<file path="config.mk">
export PLATFORM = sky130hd
export DESIGN_NAME = barrel_fetch_sched
export DESIGN_NICKNAME = d
export VERILOG_FILES = /design/src/rtl/core_pkg.sv /design/src/rtl/thread_pc_file.sv /design/src/rtl/barrel_fetch_sched.sv
export SDC_FILE = /design/constraint.sdc
export NUM_CORES = 2
export LEC_CHECK = 0
export CAP_MARGIN = 20
export CORE_MARGIN = 3
export CORE_UTILIZATION = 40
export DETAILED_ROUTE_END_ITERATION = 7
export PLACE_DENSITY_LB_ADDON = 0.12
export SLEW_MARGIN = 20
export SYNTH_ARGS = -nofsm -noshare
export SYNTH_HDL_FRONTEND = slang
export SYNTH_SLANG_ARGS = --single-unit
</file>
<file path="constraint.sdc">
create_clock -name clk -period 5.5 [get_ports clk]
set_clock_uncertainty 0.15 [all_clocks]
set_input_delay 0.825 -clock clk [delete_from_list [all_inputs] [get_ports clk]]
set_output_delay 0.825 -clock clk [all_outputs]
set_load 0.01 [all_outputs]
</file>
<file path="src/rtl/core_pkg.sv">
// Shared core types and constants for the barrel-threaded pipeline.
package core_pkg;

  localparam int XLEN = 32;
  localparam int MAX_THREADS = 16;
  localparam logic [XLEN-1:0] PC_INC = 32'd4;

  typedef logic [$clog2(MAX_THREADS)-1:0] thread_idx_t;

  function automatic logic [XLEN-1:0] pc_align(
    input logic [XLEN-1:0] pc
  );
    return {pc[XLEN-1:2], 2'b00};
  endfunction

endpackage

</file>
<file path="src/rtl/thread_pc_file.sv">
// Per-thread PC register file: one async read port, increment and
// redirect write ports (redirect wins on collision).
module thread_pc_file
  import core_pkg::*;
#(
  parameter int NUM_THREADS = 16,
  parameter logic [XLEN-1:0] RESET_PC = '0,
  localparam int TW = $clog2(NUM_THREADS)
) (
  input  logic            clk,
  input  logic            reset_n,
  input  logic [TW-1:0]   rd_addr_i,
  output logic [XLEN-1:0] rd_data_o,
  input  logic            inc_en_i,
  input  logic [TW-1:0]   inc_addr_i,
  input  logic [XLEN-1:0] inc_data_i,
  input  logic            rdr_en_i,
  input  logic [TW-1:0]   rdr_addr_i,
  input  logic [XLEN-1:0] rdr_data_i
);

  logic [XLEN-1:0] pc_q [NUM_THREADS];
  logic [XLEN-1:0] pc_d [NUM_THREADS];

  assign rd_data_o = pc_q[rd_addr_i];

  always_comb begin
    pc_d = pc_q;
    if (inc_en_i) pc_d[inc_addr_i] = inc_data_i;
    // later write overrides the increment on the same thread
    if (rdr_en_i) pc_d[rdr_addr_i] = rdr_data_i;
  end

  always_ff @(posedge clk) begin
    if (!reset_n) begin
      for (int i = 0; i < NUM_THREADS; i++) begin
        pc_q[i] <= RESET_PC;
      end
    end else begin
      pc_q <= pc_d;
    end
  end

endmodule

</file>
<file path="src/rtl/barrel_fetch_sched.sv">
// Round-robin barrel fetch stage: slot counter plus F1/F2 pipeline.
// Optional per-thread enable mask under BARREL_THREAD_MASK_EN.
module barrel_fetch_sched
  import core_pkg::*;
#(
  parameter int NUM_THREADS = 16,
  parameter logic [XLEN-1:0] RESET_PC = 32'h0000_0000,
  parameter int IMEM_ADDR_WIDTH = 10,
  localparam int TW = $clog2(NUM_THREADS)
) (
  input  logic                       clk,
  input  logic                       reset_n,
  input  logic                       i_redirect_valid,
  input  logic [TW-1:0]              i_redirect_thread,
  input  logic [XLEN-1:0]            i_redirect_pc,
`ifdef BARREL_THREAD_MASK_EN
  input  logic [NUM_THREADS-1:0]     i_thread_en,
`endif
  output logic [IMEM_ADDR_WIDTH-1:0] o_imem_addr,
  output logic                       o_imem_en,
  output logic [TW-1:0]              o_thread_index,
  output logic [XLEN-1:0]            o_pc,
  output logic                       o_valid
);

  logic [TW-1:0]              slot_q, slot_d;
  logic [TW-1:0]              f1_slot_q;
  logic [XLEN-1:0]            f1_pc_q;
  logic                       f1_valid_q;
  logic [IMEM_ADDR_WIDTH-1:0] addr_q;
  logic                       en_q;
  logic [TW-1:0]              f2_slot_q;
  logic [XLEN-1:0]            f2_pc_q;
  logic                       f2_valid_q;
  logic [XLEN-1:0]            pc_rd;
  logic                       slot_en;

`ifdef BARREL_THREAD_MASK_EN
  assign slot_en = i_thread_en[slot_q];
`else
  assign slot_en = 1'b1;
`endif

  assign slot_d = slot_q + TW'(1);

  thread_pc_file #(
    .NUM_THREADS (NUM_THREADS),
    .RESET_PC    (RESET_PC)
  ) u_pcf (
    .clk        (clk),
    .reset_n    (reset_n),
    .rd_addr_i  (slot_q),
    .rd_data_o  (pc_rd),
    .inc_en_i   (slot_en),
    .inc_addr_i (slot_q),
    .inc_data_i (pc_rd + PC_INC),
    .rdr_en_i   (i_redirect_valid),
    .rdr_addr_i (i_redirect_thread),
    .rdr_data_i (pc_align(i_redirect_pc))
  );

  always_ff @(posedge clk) begin
    if (!reset_n) begin
      slot_q     <= '0;
      f1_slot_q  <= '0;
      f1_pc_q    <= '0;
      f1_valid_q <= 1'b0;
      addr_q     <= '0;
      en_q       <= 1'b0;
      f2_slot_q  <= '0;
      f2_pc_q    <= '0;
      f2_valid_q <= 1'b0;
    end else begin
      slot_q     <= slot_d;
      f1_slot_q  <= slot_q;
      f1_pc_q    <= pc_rd;
      f1_valid_q <= slot_en;
      addr_q     <= pc_rd[IMEM_ADDR_WIDTH+1:2];
      en_q       <= slot_en;
      f2_slot_q  <= f1_slot_q;
      f2_pc_q    <= f1_pc_q;
      f2_valid_q <= f1_valid_q;
    end
  end

  assign o_imem_addr    = addr_q;
  assign o_imem_en      = en_q;
  assign o_thread_index = f2_slot_q;
  assign o_pc           = f2_pc_q;
  assign o_valid        = f2_valid_q;

endmodule
</file>
* Word-level counts from Yosys, hierarchy flattened
Cells that the tools add are included.
Storage, ports and cells: register bits 600, latch bits 0, memory bits (writable) 0, bits in read-only memories 0, output and inout port bits 48, logic and storage cells 45, memories kept 0
Cells by class: add/subtract/negate cells 2, multipliers 0, div/mod/pow operators 0, magnitude comparators 4, equality and inequality tests 0, shifts and indexed selects 0, muxes and demuxes 11, bitwise operators 2, reduce and logical (&&, ||, !) cells 2
Operators with widths (number):
- 512-bit bitwise mux | 2
- 512-bit 2-to-1 mux | 1
- 32-bit demux with 4-bit select | 2
- 32-bit binary-select mux with 4-bit select | 1
- 32-bit 2-to-1 mux | 4
- 32-bit by 3-bit adder with 32-bit output (second input constant) | 1
- 5-bit >= comparator (second input constant) | 2
- 5-bit by 1-bit less-than comparator with 1-bit output (second input constant) | 2
- 4-bit NOT with 5-bit output | 2
- 4-bit by 1-bit adder with 4-bit output (second input constant) | 1
- 1-bit logical AND | 2
- 1-bit 2-to-1 mux | 1

* Logic depth before layout (Yosys ltp)
word-level depth 8, mapped depth 17

* Hierarchy
Synthesis repeated with hierarchy kept, for this count alone.
Second synthesis, totals: cells, all modules 3724, area total of the unflattened synthesis 31715.4 sq um
Modules (own cells, without submodules):
- thread_pc_file | instances 1, cells an instance 3466, area an instance 28937.8 sq um
- barrel_fetch_sched | instances 1, cells an instance 258, area an instance 2777.7 sq um

* Least setup slack after synthesis
OpenSTA, ideal clock, no wires.
path type register to register, from reg slot_q[1], to reg u_pcf.pc_q[190] (netlist bit), library setup time 0.138 ns, arrival 3.545 ns, required time 5.212 ns, setup slack 1.667 ns, stages on the path, launching flop included 14, buffers on the path 5, period minus slack after synthesis 3.833 ns, cells stage by stage dfxtp_1 > buf_4 > clkbuf_1 > mux4_2 > mux4_2 > buf_2 > buf_1 > ha_1 > nand3_2 > or3_1 > nor4_4 > buf_6 > mux2i_1 > o32ai_1
Between the ends: longest elaborated chain between the ends 8, elaborated cells on any way between the ends 13, classes of those cells add/sub (1); order compare (2); mux (8); bitwise (1); reduce/logical (1)
RTL lines:
- start: declaration | line barrel_fetch_sched.sv:26 | logic [TW-1:0] slot_q, slot_d;
- start signal: assignment | line barrel_fetch_sched.sv:74 | slot_q <= slot_d;
- 4-bit NOT with 5-bit output (not written as such) * | line thread_pc_file.sv:25 | assign rd_data_o = pc_q[rd_addr_i];
- 32-bit binary-select mux with 4-bit select * | line thread_pc_file.sv:25
- 32-bit 2-to-1 mux (not written as such) * (2 in a row) | line thread_pc_file.sv:25
- named net pc_rd[2] | line barrel_fetch_sched.sv:35 | logic [XLEN-1:0] pc_rd;
- 32-bit by 3-bit adder with 32-bit output * | line barrel_fetch_sched.sv:56 | .inc_data_i (pc_rd + PC_INC),
- 512-bit bitwise mux * | line thread_pc_file.sv:29 | if (inc_en_i) pc_d[inc_addr_i] = inc_data_i;
- 512-bit bitwise mux | line thread_pc_file.sv:31 | if (rdr_en_i) pc_d[rdr_addr_i] = rdr_data_i;
- 512-bit 2-to-1 mux * | line thread_pc_file.sv:31
- end signal: assignment | line thread_pc_file.sv:40 | pc_q <= pc_d;
- end: declaration | line thread_pc_file.sv:22 | logic [XLEN-1:0] pc_q [NUM_THREADS];
Mark *: on every way through the listed nets, which the timed path passes. The rest lies on a longest branch. The select of a mux whose other input is x is not followed. A chain may end at the register's enable or synchronous reset.

* Worst setup path in the final report
from reg slot_q[0], to reg u_pcf.pc_q[186] (netlist bit)
Between the ends: longest elaborated chain between the ends 8, elaborated cells on any way between the ends 13, classes of those cells add/sub (1); order compare (2); mux (8); bitwise (1); reduce/logical (1)
RTL lines (line):
- 4-bit NOT with 5-bit output (not written as such) * | thread_pc_file.sv:25, thread_pc_file.sv:29
- 32-bit binary-select mux with 4-bit select (tied with other cells) | thread_pc_file.sv:25
- 32-bit 2-to-1 mux (not written as such) or 1-bit logical AND (tied branches) | thread_pc_file.sv:25, thread_pc_file.sv:29
- 32-bit 2-to-1 mux, on equally long branches | thread_pc_file.sv:25, thread_pc_file.sv:29
- 32-bit by 3-bit adder with 32-bit output or 32-bit demux with 4-bit select (tied branches) | barrel_fetch_sched.sv:56, thread_pc_file.sv:29
- 512-bit bitwise mux * | thread_pc_file.sv:29
- 512-bit bitwise mux | thread_pc_file.sv:31
- 512-bit 2-to-1 mux * | thread_pc_file.sv:31
Every way passes the cells marked *; elsewhere a longest branch is shown, timed or not. The select of a mux whose other input is x is not followed.

==> run_results.csv <==
group,metric,value,unit
outcome,status,"completed",
synth,netlist_instances,3469,
synth,synth_edf_count,0,
global_route,grt_pass1_vias,27400,
synth,synth_top_area_share,39.8,%
finish,drive_gt1_share,13.6,%
finish,final_area,33500,um2
die,die_w,278,um
clocking,cts_sinks,590,
synth,avgSynthCellArea,8.55,um2
routing,drcViolationCount,0,
global_route,grt_start_max_net_pins,141,
setup_path,start_kind,"flip-flop",
run,cap_viol_max_count,0,
worst_hold_path,hp-class,"reg2reg",
synth,synth.net_count,3514,
power,leakage,11.2,nW
synth,synth_area_leader_cell,"dfxtp_1",
clocking,clk_path_buf_depth,3,
die,pin_count,87,
clocking,htree_levels,3,
routing,wirelength,128,mm
synth,synth_most_common_cell,"dfxtp_1",
sta,whs,278,ps
clocking,cts_buffers,69,
clocking,tritoncts,"done",
synth,yosys-top-cells-count,"dfxtp_1 (590), nor2_1 (568), nand2_1 (431)",
sta,max_freq,219,MHz
synth,synthTopCellsByArea,"dfxtp_1 (40%), mux4_2 (9.7%), o32ai_1 (7.6%)",
placed_design,finalWeightedCongestion,0.906,
setup_path,r2r-start,"slot_q[0]",
die,die_h,278,um
setup_path,ff2ff_setup_slack,930,ps
die,rows,99,
global_route,gr-usage-all-layers,32.0,%
worst_hold_path,hold-path-endpoint,"o_pc[23]",
placed_design,port_buffers,84,
synth,netlist_area,29700,um2
routing,vias,29100,
sta,rsz0062_at_grt,"false",
clocking,root_buffer,"clkbuf_16",
setup_path,crit_path_max_fanout,29,
setup_path,cp-end-kind,"flip-flop",
die,initial_utilization,40.5,%
clocking,cts.clk_slew.worst_paths,60,ps
sta,worstMarginPinSlew,1140,ps
global_route,grt_first_pass_wirelength,186,mm
global_route,grt.overflow.total,0,
synth,ys_ff_latch,590,
sta,period_minus_slack,4570,ps
finish,fillCellCount,6843,
synth,ys_seq_area_share,39.8,%
sta,final_max_slew_viol_count,0,
global_route,use_met3,8.32,%
routing,drtIter0Drc,4309,
synth,synthFlopType,"dfxtp_1",
setup_path,critPathRequiredTime,5870,ps
global_route,grtUsageMet2,48.0,%
setup_path,ff2ff_path_depth,10,
clocking,ctsHoldBuffers,0,
die,core_area,73200,um2
clocking,clk_latency,620,ps
placed_design,place_area,31100,um2
worst_hold_path,min_from,"f1_pc_q[23]",
setup_path,timing.rr.end,"u_pcf.pc_q[186]",
sta,setup_viol,0,
sta,finalSetupTns,0,ps
sta,finalHoldViolCount,0,
routing,firstDrtPassIters,6,
finish,nets,3395,
setup_path,path_class,"reg2reg",
sta,relSlewSlack,23.9,%
finish,area_growth,12.9,%
routing,drtAntennaViolNets,0,
synth,ys_warn_count,0,
clocking,post_cts_buffers,0,
power,p_per_area,324,nW/um2
clocking,cts.repair.resized,0,
worst_hold_path,hold_depth,1,
die,dieArea,77500,um2
placed_design,dpl.hpwl,79.4,mm
routing,wl_per_cell,29.4,um
sta,min_period_over_period,83.0,%
finish,final_core_util,45.8,%
placed_design,dp.cells,4237,
finish,finalNonFillerCells,4362,
synth,ys_types,65,
synth,synth-async-reset-ratio,0,%
global_route,grtUsageMet1,42.8,%
setup_path,worstPathArrival,4930,ps
global_route,antenna_found_initial,4,
global_route,top_usage_layer,"met2",
power,vdd_drop_max,0.181,mV
routing,via_per_inst,6.67,
## layout by cell type (no fill, tap or decap), drive strengths merged, types with 12 or more instances in the layout
| cell | instances |
|---|---|
| clkbuf | 98 |
| buf | 148 |
| a21o | 16 |
| and4 | 15 |
| a211oi | 68 |
| and2 | 59 |
| nand2 | 435 |
| mux4 | 138 |
| dfxtp | 590 |
| nor2 | 569 |
| o32ai | 256 |
| clkdlybuf4s50 | 83 |
| nor3 | 141 |
| o22ai | 32 |
| a21oi | 152 |
| a22oi | 16 |
| a311oi | 16 |
| mux2i | 52 |
| clkinv | 12 |
| o21ai | 130 |
| a31oi | 70 |
| nand3 | 75 |
| a211o | 16 |
| nand2b | 30 |
| nand4 | 53 |
| inv | 13 |
| o221ai | 32 |
| o211ai | 12 |
## registers in the layout, summed over array words and instances (netlist names)
name and count:
o_thread_index 4, o_valid 1, o_imem_en 1, u_pcf.pc_q 512, f1_slot_q 4, slot_q 4
f1_pc_q 32, o_pc 32
## metrics by stage
stage               setup slack [ps]  total power [mW]
global route                     813              11.1
CTS                              930              10.8
global placement                 995              6.09
detailed placement               945              6.13
floorplan                       1670              5.58
finish                           934              10.9
## how the worst max path moves through the flow
stage,cells after the start,to,slack (ps),start
floorplan,13,u_pcf.pc_q[190],1670,slot_q[1]
detailed placement,9,u_pcf.pc_q[351],950,slot_q[0]
global placement,9,u_pcf.pc_q[447],1000,slot_q[0]
CTS,9,u_pcf.pc_q[351],930,slot_q[0]
global route,10,u_pcf.pc_q[474],810,slot_q[0]
finish,10,u_pcf.pc_q[186],930,slot_q[0]
## layer usage
metal  vias to the layer above  share of wire (%)
met5                         -              0.012
met4                         4                5.0
met3                       397                 12
met2                      2021                 43
met1                     14200                 40
li1                      12400                  -
## report_power, final
| group | internal (mW) | total, mW | switching (mW) |
|---|---|---|---|
| registers | 4.44 | 4.55 | 0.105 |
| clock network | 2.83 | 4.77 | 1.94 |
| logic | 0.511 | 1.54 | 1.03 |
## cells by family after synthesis
family,count (synthesis),synth area share [%]
muxes,192,12.4
and+or+nand+nor,1413,21.1
DFF,590,39.8
adders and majority gates,6,0.253
AOI/OAI and AO/OA,823,19.5
xor gates and xnor gates,15,0.443
buffers and inverters,430,6.52
## area by class of cell
cell class	count	area [um2]	share of cell area, %
clock inverters	24	298	0.889
well taps	959	1200	3.58
flip-flops and latches	590	11800	35.3
diodes	2	5.00	0.0149
repair buffers	231	2070	6.18
multi-input cells	2449	16100	47.9
inverters	9	41.3	0.123
clock buffers	98	2010	6.00
## critical path: stages (launching register included)
cell and delay [ps]:
dfxtp_4 690, buf_12 330, mux4_2 550, a22oi_1 360, nand2_1 270, and3_1 250, and3_1 380, buf_4 270
a31oi_2 700, nor3_1 140, o32ai_1 310
(Power assumes the default switching activity.)
